--- src/rtl/mem_arbiter.sv ---
// rtl/mem_arbiter.sv - two-port (fetch, load/store) arbiter onto one single-port RAM
// Optional: define MEM_ARBITER_RR_EN for round-robin tie-breaking instead of LS-over-IF priority.
module mem_arbiter #(
  parameter int AW          = 6,
  parameter int DW          = 32,
  parameter int MEM_LATENCY = 1
) (
  input  logic          clk_i,
  input  logic          rst_i,
  input  logic          if_req_i,
  input  logic [31:0]   if_addr_i,
  output logic          if_gnt_o,
  output logic          if_rvalid_o,
  output logic [DW-1:0] if_rdata_o,
  input  logic          ls_req_i,
  input  logic          ls_we_i,
  input  logic [31:0]   ls_addr_i,
  input  logic [DW-1:0] ls_wdata_i,
  output logic          ls_gnt_o,
  output logic          ls_rvalid_o,
  output logic [DW-1:0] ls_rdata_o,
  output logic          mem_en_o,
  output logic          mem_we_o,
  output logic [AW-1:0] mem_addr_o,
  output logic [DW-1:0] mem_wdata_o,
  input  logic [DW-1:0] mem_rdata_i
);

  localparam int CW = (MEM_LATENCY < 2) ? 1 : $clog2(MEM_LATENCY + 1);

  typedef enum logic [1:0] {IDLE, ISSUE, WAIT, RESP} state_e;

  state_e        state_q;
  logic [CW-1:0] cnt_q;
  logic [CW-1:0] cnt_d;
  logic          owner_ls_q;
  logic          we_q;
  logic [AW-1:0] addr_q;
  logic [DW-1:0] wdata_q;
  logic          mem_en_q;
  logic          mem_we_q;
  logic          if_rvalid_q;
  logic          ls_rvalid_q;
  logic [DW-1:0] if_rdata_q;
  logic [DW-1:0] ls_rdata_q;

  logic arb_en;
  logic pick_ls;
  logic gnt_ls;
  logic gnt_if;

  logic unused_addr_bits;
  assign unused_addr_bits = ^{if_addr_i[31:AW+2], if_addr_i[1:0],
                              ls_addr_i[31:AW+2], ls_addr_i[1:0]};

  // Grants are only possible when no transaction is in flight; held low in reset.
  assign arb_en = ((state_q == IDLE) || (state_q == RESP)) && !rst_i;

`ifdef MEM_ARBITER_RR_EN
  logic last_if_q;
  assign pick_ls = ls_req_i && (!if_req_i || last_if_q);
`else
  assign pick_ls = ls_req_i;
`endif

  assign gnt_ls = arb_en && pick_ls;
  assign gnt_if = arb_en && if_req_i && !pick_ls;
  assign cnt_d  = cnt_q - CW'(1);

  always_ff @(posedge clk_i or posedge rst_i) begin
    if (rst_i) begin
      state_q     <= IDLE;
      cnt_q       <= '0;
      owner_ls_q  <= 1'b0;
      we_q        <= 1'b0;
      addr_q      <= '0;
      wdata_q     <= '0;
      mem_en_q    <= 1'b0;
      mem_we_q    <= 1'b0;
      if_rvalid_q <= 1'b0;
      ls_rvalid_q <= 1'b0;
      if_rdata_q  <= '0;
      ls_rdata_q  <= '0;
`ifdef MEM_ARBITER_RR_EN
      last_if_q   <= 1'b0;
`endif
    end else begin
      mem_en_q    <= 1'b0;
      mem_we_q    <= 1'b0;
      if_rvalid_q <= 1'b0;
      ls_rvalid_q <= 1'b0;
      case (state_q)
        IDLE, RESP: begin
          if (gnt_ls || gnt_if) begin
            owner_ls_q <= gnt_ls;
            we_q       <= gnt_ls && ls_we_i;
            addr_q     <= gnt_ls ? ls_addr_i[AW+1:2] : if_addr_i[AW+1:2];
            wdata_q    <= gnt_ls ? ls_wdata_i : '0;
            mem_en_q   <= 1'b1;
            mem_we_q   <= gnt_ls && ls_we_i;
            state_q    <= ISSUE;
`ifdef MEM_ARBITER_RR_EN
            last_if_q  <= gnt_if;
`endif
          end else begin
            state_q <= IDLE;
          end
        end
        ISSUE: begin
          cnt_q   <= CW'(MEM_LATENCY);
          state_q <= WAIT;
        end
        WAIT: begin
          cnt_q <= cnt_d;
          // Last wait cycle: mem_rdata is valid now, MEM_LATENCY cycles after mem_en.
          if (cnt_q == CW'(1)) begin
            state_q <= RESP;
            if (owner_ls_q) begin
              ls_rvalid_q <= 1'b1;
              ls_rdata_q  <= we_q ? '0 : mem_rdata_i;
            end else begin
              if_rvalid_q <= 1'b1;
              if_rdata_q  <= mem_rdata_i;
            end
          end
        end
        default: state_q <= IDLE;
      endcase
    end
  end

  assign if_gnt_o    = gnt_if;
  assign ls_gnt_o    = gnt_ls;
  assign if_rvalid_o = if_rvalid_q;
  assign ls_rvalid_o = ls_rvalid_q;
  assign if_rdata_o  = if_rdata_q;
  assign ls_rdata_o  = ls_rdata_q;
  assign mem_en_o    = mem_en_q;
  assign mem_we_o    = mem_we_q;
  assign mem_addr_o  = addr_q;
  assign mem_wdata_o = wdata_q;

endmodule

--- config.mk ---
export PLATFORM = sky130hd
export DESIGN_NAME = mem_arbiter
export DESIGN_NICKNAME = d
export VERILOG_FILES = /design/src/rtl/mem_arbiter.sv
export SDC_FILE = /design/constraint.sdc
export NUM_CORES = 1
export LEC_CHECK = 0
export CELL_PAD_IN_SITES_DETAIL_PLACEMENT = 1
export CELL_PAD_IN_SITES_GLOBAL_PLACEMENT = 2
export CORE_MARGIN = 2
export CORE_UTILIZATION = 23
export DETAILED_ROUTE_END_ITERATION = 12
export GPL_ROUTABILITY_DRIVEN = 0
export PLACE_DENSITY_LB_ADDON = 0.1
export RECOVER_POWER = 100
export SETUP_SLACK_MARGIN = 0.3
export SLEW_MARGIN = 20
export SYNTH_ARGS = -nofsm -noshare
export SYNTH_HDL_FRONTEND = slang
export SYNTH_SLANG_ARGS = --single-unit
--- constraint.sdc ---
create_clock -name clk_i -period 4.8 [get_ports clk_i]
set_clock_uncertainty 0.1 [all_clocks]
set_input_delay 0.96 -clock clk_i [delete_from_list [all_inputs] [get_ports clk_i]]
set_output_delay 0.96 -clock clk_i [all_outputs]
set_load 0.05 [all_outputs]
==> impl_metrics.toml, run 1 <==
[run_status]
status = "finished, violations left"
violations = "max-capacitance violations, max-slew violations"

[pwr]
ir_drop_uv = 308.8
leakagePower_uw = 0.002998
seqPwrFrac_pct = 28.8
switchingPower_uw = 2816
pwr_density_cell_mw_per_mm2 = 854.8
swShare_pct = 49.03
pwr-share-clk_pct = 14.6
p_int_uw = 2928
p_comb_share_pct = 56.6

[clock_network]
cts_max_path_buffers = 2
cts-root-buf = "clkbuf_16"
cts_tree = "built"
clk_latency_ns = 0.35
postCtsSetupBuffers = 0
cts.hold.buffers_added = 0
clk_pin_slew_ns = 0.07
h-tree-depth = 3
ctsResizeCount = 0
cts-buffers-inserted = 9
clock-sinks = 111

[critical_path]
worstSetupPathType = "in -> out"
end_kind = "output pin"
r2r_cells = 6
crit_start = "rst_i"
critPathMaxFanout = 5
cp.arrival_ns = 2.83
critPathLaunchType = "input port"
crit_end = "if_gnt_o"
rrSetupSlack_ns = 1.24
reg2reg_from = "state_q[0]$_DFFE_PP0P_"
reg2reg_to = "if_rdata_o[16]$_DFFE_PP0P_"
cp_data_required_time_ns = 3.74

[cells_and_area]
drive_gt1_share_pct = 9.320
nFillCells = 2039
syn2layout_area_growth_pct = 52.67
nets = 644
diodes = 0

[yosys]
synthDistinctLibCells = 27
synth-simple-area-share_pct = 8.641
synth_xor_area_share_pct = 0
synth_top_family_by_area = "multiplexers"
synth_compound_area_share_pct = 11.20
synth_cells = 327
synthAdderAreaFrac_pct = 0.2843
yosysTopAreaCellShare_pct = 63.10
synth_area_per_cell_um2 = 13.46
yosysSeqAreaShare_pct = 63.10
yosysWarnings = 0
syn_nets = 461
synthTopCellsByArea = "dfrtp_1 (63%), mux2_2 (6.7%), mux2_4 (6.5%), a22o_1 (6.4%), nand2b_1 (4.7%)"
synth_area_mm2 = 0.004402
ys_ff_latch = 111
synth_top_cell_by_area = "dfrtp_1"
synthMuxAreaShare_pct = 13.13

[routing]
detail-route-antenna-nets = 0
wl_mm = 12.34
routedWlPerCell_um = 16.47
drc_errors = 0
vias = 3185
via_per_inst = 4.252
drt_iter0_drc = 64
dr.pass1.iters = 4

[timing]
period_share_pct = 80.95
hold_viol = 0
final-setup-viol-count = 0
max_freq_ghz = 0.2574
rsz0062_at_grt = "no"
slew-limit-headroom_pct = -80.96
worstMarginPinSlew_ns = 2.700
fin_crit_ns = 3.886
setup_tns_ns = 0
setup_slack_ns = 0.9143
maxSlewViolCount = 200

[die]
core-area_mm2 = 0.01877
die_w_um = 142.3
start_util_pct = 23.45
boundaryPins = 241
rows = 50
die_h_um = 142.3
dieArea_mm2 = 0.02026

[grt]
grt_max_degree = 58
grt_pass1_wl_mm = 19.64
grt_usage_pct = 12.60
antenna_found_initial = 0
grt_pass1_vias = 3539
overflow = 0

[job]
maxCapViolCount = 5

[placed_design]
port_buffers = 188
pre_cts_ws_ns = 1.041
post-dp-hpwl_mm = 8.466

[min_path]
hold_start = "ls_rdata_o[5]$_DFFE_PP0P_"
min_path_type = "reg -> reg"
hold_path_depth = 2
==> kinds of logic after synthesis <==
logic type | after synthesis
buf+inv | 26
simple gates | 74
fa+ha+maj | 1
compound gates | 70
mux | 45
flops | 111
==> Yosys cell counts (all sizes together) <==
master	count
mux2	45
o21ai	33
nand3	1
clkbuf	10
and2	1
o22a	1
a21boi	1
and2b	1
nand2b	33
dfrtp	111
and3b	1
a21oi	1
nor2	1
and3	1
or2	1
ha	1
buf	11
inv	5
a22o	32
a21o	2
nand2	34
==> critical path, stage by stage <==
cell and delay, ns:
dlygate4sd3_1 0.56, and2b_1 0.26, and3b_1 0.16, dlygate4sd3_1 0.88
==> per-layer routing <==
metal	part of all wire [%]	vias up	GRT usage (%)
met2	44	130	19.27
met5	0	-	0
li1	-	1493	-
met4	1.3	0	4.221
met3	12	13	5.956
met1	43	1549	15.71
==> placed cells by master (no fill, tap or decap), types with 2 or more instances in the layout <==
cell type / Yosys / routed
a21o_1: 2 / 2
bufinv_16: 0 / 2
clkdlybuf4s50_1: 0 / 79
mux2_2: 26 / 26
clkbuf_1: 10 / 4
mux2_1: 0 / 18
dlygate4sd3_1: 0 / 108
o21ai_0: 32 / 33
nand2_1: 34 / 34
nand2b_1: 33 / 33
clkinv_4: 0 / 2
inv_1: 3 / 3
clkbuf_16: 0 / 9
clkinvlp_2: 0 / 2
dfrtp_1: 111 / 110
a22o_1: 32 / 32
==> per-stage QoR <==
stage	total power, uW	hold WS (ns)	utilization [%]	cells	instance area (um^2)
3_5_place_dp	5282	0.3709	34.65	733	6502
5_1_grt	6096	0.4034	35.81	749	6720
3_3_place_gp	5238	0.3642	34.65	733	6502
6_report	5744	0.3723	35.81	749	6720
2_1_floorplan	4074	0.3648	-	327	4402
4_1_cts	6156	0.3877	36.41	749	6833
==> worst min-delay path by stage <==
stage / slack [ns] / end
2_1_floorplan: 0.36 / owner_ls_q$_DFFE_PP0P_
3_3_place_gp: 0.36 / ls_rdata_o[31]$_DFFE_PP0P_
3_5_place_dp: 0.37 / ls_rdata_o[13]$_DFFE_PP0P_
4_1_cts: 0.39 / ls_rdata_o[5]$_DFFE_PP0P_
5_1_grt: 0.40 / if_rdata_o[8]$_DFFE_PP0P_
6_report: 0.37 / ls_rdata_o[5]$_DFFE_PP0P_
==> final cells by class <==
class	instances	area (um^2)	share of cell area (%)
timing repair buffer	193	1914	28.49
clock buffer	10	239.0	3.556
inverter	5	21.27	0.3165
sequential	111	2779	41.35
multi-input combinational	190	1383	20.57
tap	234	292.8	4.357
clock inverter	6	91.34	1.359
==> power groups by stage <==
stage	clock network [uW]	registers, uW	logic [uW]
finish	839	1660	3250
global route	914	1740	3440
CTS	873	1700	3580
detailed placement	0	1700	3580
global placement	0	1690	3550
floorplan	0	3160	914
==> sequential cells by signal, indices dropped and copies added (netlist names) <==
signal       cells
if_rdata_o      32
ls_rdata_o      32
mem_wdata_o     32
mem_addr_o       6
state_q          2
cnt_q            1
if_rvalid_o      1
ls_rvalid_o      1
mem_en_o         1
mem_we_o         1
owner_ls_q       1
we_q             1
Note: power is estimated with default switching activity, not from simulation.
==> inputs of run 2 (changes only) <==
==> constraint.sdc (replaced) <==
create_clock -name clk_i -period 3.8 [get_ports clk_i]
set_clock_uncertainty 0.1 [all_clocks]
set_input_delay 0.76 -clock clk_i [delete_from_list [all_inputs] [get_ports clk_i]]
set_output_delay 0.76 -clock clk_i [all_outputs]
set_load 0.05 [all_outputs]
==> run 2 against run 1 <==
Compared with the run above: the flow still finishes with violations (max-capacitance violations, max-slew violations); worst setup slack worse by 0.65 ns; register-to-register slack worse by 0.35 ns; critical path depth unchanged; global-route usage about the same; final area up 0.17%; combinational power up 27%; die area unchanged; clock-buffer cell count unchanged; sequential share of layout area down 0.088 points; core utilization up 0.060 points; largest power group unchanged; highest routed layer unchanged.
==> impl_metrics.toml, run 2 (synthesis results as in run 1) <==
[run_status]
status = "finished, violations left"
violations = "max-capacitance violations, max-slew violations"

[die]
rows = 50
dieArea_mm2 = 0.02026
die_w_um = 142.3
start_util_pct = 23.45
boundaryPins = 241
die_h_um = 142.3
core-area_mm2 = 0.01877

[cells_and_area]
nets = 644
diodes = 0
syn2layout_area_growth_pct = 52.93
final_cell_mix = "dfrtp_1 (111), dlygate4sd3_1 (108), clkdlybuf4s50_1 (79)"
final_common_cell = "dfrtp_1"
drive_gt1_share_pct = 9.320
instances_no_fill = 749

[pwr]
seqPwrFrac_pct = 28.7
pwr-share-clk_pct = 14.6
swShare_pct = 49.17
leakagePower_uw = 0.002996
p_int_uw = 3688
switchingPower_uw = 3568
p_comb_share_pct = 56.7
pwr_density_cell_mw_per_mm2 = 1078
ir_drop_uv = 379.7

[timing]
rsz0062_at_grt = "no"
period_share_pct = 93.03
maxSlewViolCount = 111
worstMarginPinSlew_ns = 1.571
slew-limit-headroom_pct = -5.290
setup_tns_ns = 0
hold_viol = 0
final-setup-viol-count = 0
fin_crit_ns = 3.535
max_freq_ghz = 0.2829

[clock_network]
ctsResizeCount = 0
h-tree-depth = 3
clk_pin_slew_ns = 0.07
clk_latency_ns = 0.35
postCtsSetupBuffers = 0
cts-buffers-inserted = 9
cts_tree = "built"
cts.hold.buffers_added = 0
cts_max_path_buffers = 2
cts-root-buf = "clkbuf_16"
clock-sinks = 111

[min_path]
hold_start = "ls_rdata_o[2]$_DFFE_PP0P_"
min_path_type = "reg -> reg"
hold_path_depth = 2

[critical_path]
crit_end = "if_gnt_o"
critPathMaxFanout = 5
r2r_cells = 6
cp.arrival_ns = 2.68
rrSetupSlack_ns = 0.89
crit_start = "rst_i"
end_kind = "output pin"
cp_data_required_time_ns = 2.94
reg2reg_from = "state_q[0]$_DFFE_PP0P_"
worstSetupPathType = "in -> out"
critPathLaunchType = "input port"
reg2reg_to = "ls_rdata_o[1]$_DFFE_PP0P_"

[placed_design]
dp.cells = 733
port_buffers = 188
post-dp-hpwl_mm = 8.657

[grt]
antenna_found_initial = 0
overflow = 0
grt_usage_pct = 12.64
grt_pass1_vias = 3588
grt_pass1_wl_mm = 19.82
grt_max_degree = 49

[routing]
dr.pass1.iters = 4
vias = 3229
drc_errors = 0
detail-route-antenna-nets = 0
drt_iter0_drc = 81
wl_mm = 12.48
routedWlPerCell_um = 16.66
via_per_inst = 4.311

[job]
maxCapViolCount = 3
run 2: routing by layer:
metal  track usage, %  vias to the layer above  wire (um)
li1                 -                     1490          -
met1            15.37                     1596       5231
met2            19.17                      132       5540
met3            6.696                       11       1523
met4            4.377                        0        182
met5                0                        -          0
run 2: layout make-up:
class / count / area [um^2]
Clock buffer: 10 / 239.0
Clock inverter: 6 / 91.34
Fill cell: 2032 / 12040
Inverter: 5 / 32.53
Multi-Input combinational cell: 190 / 1383
Sequential cell: 111 / 2778
Tap cell: 234 / 292.8
Timing Repair Buffer: 193 / 1916
run 2: metrics by stage:
stage	cell area (um^2)	util [%]	setup slack, ns	hold slack [ns]	power [uW]
global route	6731	35.87	0.2254	0.4099	7690
global placement	6529	34.79	0.4438	0.3632	6614
detailed placement	6529	34.79	0.4309	0.3708	6664
floorplan	4405	-	1.340	0.3648	5146
finish	6731	35.87	0.2647	0.3766	7256
CTS	6859	36.55	0.4310	0.3876	7771
run 2: power by group through the flow:
stage                     logic (uW)  registers [uW]  clock network, uW
final                           4120            2080               1060
after global routing            4350            2180               1150
after CTS                       4530            2140               1100
after detailed placement        4520            2140                  0
after global placement          4480            2130                  0
after floorplan                 1160            3990                  0
run 2: critical path: stages:
cell and delay, ns:
dlygate4sd3_1 0.56, and2b_1 0.29, and3b_1 0.18, dlygate4sd3_1 0.88
run 2: worst min path at each step:
stage | slack (ns) | to
after floorplan | 0.36 | owner_ls_q$_DFFE_PP0P_
final | 0.38 | ls_rdata_o[2]$_DFFE_PP0P_
after CTS | 0.39 | ls_rdata_o[14]$_DFFE_PP0P_
after global routing | 0.41 | ls_rdata_o[21]$_DFFE_PP0P_
after global placement | 0.36 | ls_rdata_o[27]$_DFFE_PP0P_
after detailed placement | 0.37 | ls_rdata_o[14]$_DFFE_PP0P_
==> inputs of run 3 (changes only) <==
==> constraint.sdc (replaced) <==
create_clock -name clk_i -period 4 [get_ports clk_i]
set_clock_uncertainty 0.1 [all_clocks]
set_input_delay 0.8 -clock clk_i [delete_from_list [all_inputs] [get_ports clk_i]]
set_output_delay 0.8 -clock clk_i [all_outputs]
set_load 0.05 [all_outputs]
==> run 3 against run 2 <==
Compared with the run above: the flow still finishes with violations (max-capacitance violations, max-slew violations); first-iteration DRC count decreased by 14%; final cell count unchanged; combinational power down 5.6%; clock-buffer cell count did not move; worst setup slack gained 0.13 ns; highest routed layer unchanged.
==> impl_metrics.toml, run 3 (synthesis results as in run 1) <==
[timing]
worstMarginPinSlew_ns = 1.677
setup_tns_ns = 0
rsz0062_at_grt = "no"
max_freq_ghz = 0.2777
final-setup-viol-count = 0
period_share_pct = 90.02
setup_slack_ns = 0.3992
hold_viol = 0
slew-limit-headroom_pct = -12.43
fin_crit_ns = 3.601
maxSlewViolCount = 37

[die]
die_w_um = 142.3
dieArea_mm2 = 0.02026
rows = 50
boundaryPins = 241
start_util_pct = 23.45
die_h_um = 142.3
core-area_mm2 = 0.01877

[placed_design]
port_buffers = 188
placed_area_mm2 = 0.006529
pre_cts_ws_ns = 0.5585
dp.cells = 733
post-dp-hpwl_mm = 8.532

[critical_path]
cp_cell_sequence = "dlygate4sd3_1, and2b_1, and3b_1, dlygate4sd3_1"
crit_buf_inv = 2
critPathMaxFanout = 5
critPathLaunchType = "input port"
reg2reg_to = "ls_rdata_o[24]$_DFFE_PP0P_"
r2r_cells = 5
critical-path-top-delay-family = "buffers and inverters"
max_stage_delay_ns = 0.87
end_kind = "output pin"
cp_data_required_time_ns = 3.10
reg2reg_from = "state_q[0]$_DFFE_PP0P_"
crit_top_cell = "dlygate4sd3_1"
cp.arrival_ns = 2.70
slowest_stage = "dlygate4sd3_1"
rrSetupSlack_ns = 1.04
worstSetupPathType = "in -> out"

[pwr]
ir_drop_uv = 364.9
leakagePower_uw = 0.002990
p_total_uw = 6888
pwr_density_cell_mw_per_mm2 = 1026

[min_path]
holdPathEnd = "ls_rdata_o[27]$_DFFE_PP0P_"
min_path_type = "reg -> reg"
hold_start = "ls_rdata_o[27]$_DFFE_PP0P_"
hold_path_depth = 2

[clock_network]
cts-root-buf = "clkbuf_16"
cts_max_path_buffers = 2
ctsResizeCount = 0
cts_tree = "built"
cts-buffers-inserted = 9
cts.hold.buffers_added = 0
clk_pin_slew_ns = 0.07
clock-sinks = 111
clk_latency_ns = 0.35
postCtsSetupBuffers = 0
h-tree-depth = 3

[routing]
dr.pass1.iters = 4
via_per_inst = 4.276
routedWlPerCell_um = 16.45
detail-route-antenna-nets = 0
wl_mm = 12.32
drt_iter0_drc = 70
drc_errors = 0
vias = 3203

[job]
maxCapViolCount = 1

[cells_and_area]
final_common_cell = "dfrtp_1"
instances_no_fill = 749
syn2layout_area_growth_pct = 52.56
nets = 644
final_cell_mix = "dfrtp_1 (110), dlygate4sd3_1 (108), clkdlybuf4s50_1 (79)"
drive_gt1_share_pct = 9.320
diodes = 0
finalInstanceArea_mm2 = 0.006715

[grt]
grt_pass1_vias = 3529
grt_usage_pct = 12.46
grt_pass1_wl_mm = 19.44
antenna_found_initial = 0
grt_max_degree = 43
overflow = 0

[run_status]
violations = "max-capacitance violations, max-slew violations"
status = "finished, violations left"
run 3: cell count changes in the layout (fill, tap and decap cells not counted):
cell,change
dfrtp_2,+1
clkinvlp_4,-1
buf_4,-1
dfrtp_1,-1
clkbuf_2,+1
buf_12,-1
clkbuf_1,+1
clkinv_4,+1
run 3: worst max-delay path by stage:
| stage | startpoint | to | slack, ns | cells past startpoint |
|---|---|---|---|---|
| after floorplan | rst_i | ls_gnt_o | 1.46 | 4 |
| after global placement | rst_i | if_gnt_o | 0.57 | 4 |
| after detailed placement | rst_i | if_gnt_o | 0.56 | 4 |
| after CTS | rst_i | if_gnt_o | 0.56 | 4 |
| after global routing | ls_req_i | mem_addr_o[3]$_DFFE_PP0P_ | 0.32 | 5 |
| final | rst_i | if_gnt_o | 0.40 | 4 |
run 3: final cells by class:
cell class | instances | area [um^2]
Multi-Input combinational cell | 190 | 1383
Fill cell | 2023 | 12050
Tap cell | 234 | 292.8
Inverter | 5 | 32.53
Clock buffer | 10 | 239.0
Timing Repair Buffer | 193 | 1897
Clock inverter | 6 | 92.59
Sequential cell | 111 | 2779
run 3: routing by layer:
layer  GRT usage, %  share of wire (%)  vias to the layer above
met3          6.258                 12                       14
met4          4.534                1.5                        0
met2          17.85                 43                      136
met5              0                  0                        -
li1               -                  -                     1491
met1          16.18                 43                     1562
run 3: worst reg2reg max path, stage by stage, from the launching register on:
cell and delay, ns:
dfrtp_1 0.35, inv_1 0.05, ha_1 0.23, nand3_1 0.79, clkbuf_1 1.03, o21ai_0 0.25
run 3: power by group:
part / total (uW) / leakage, uW / internal, uW / switching (uW)
Clock: 1010 / 0.000155 / 571 / 439
Sequential: 1990 / 0.00138 / 1680 / 311
Combinational: 3890 / 0.00146 / 1250 / 2640
run 3: metrics by stage:
step | hold WS [ns] | util, %
after CTS | 0.3883 | 36.55
after detailed placement | 0.3697 | 34.79
after global routing | 0.4036 | 35.78
after floorplan | 0.3648 | -
final | 0.3751 | 35.78
after global placement | 0.3647 | 34.79
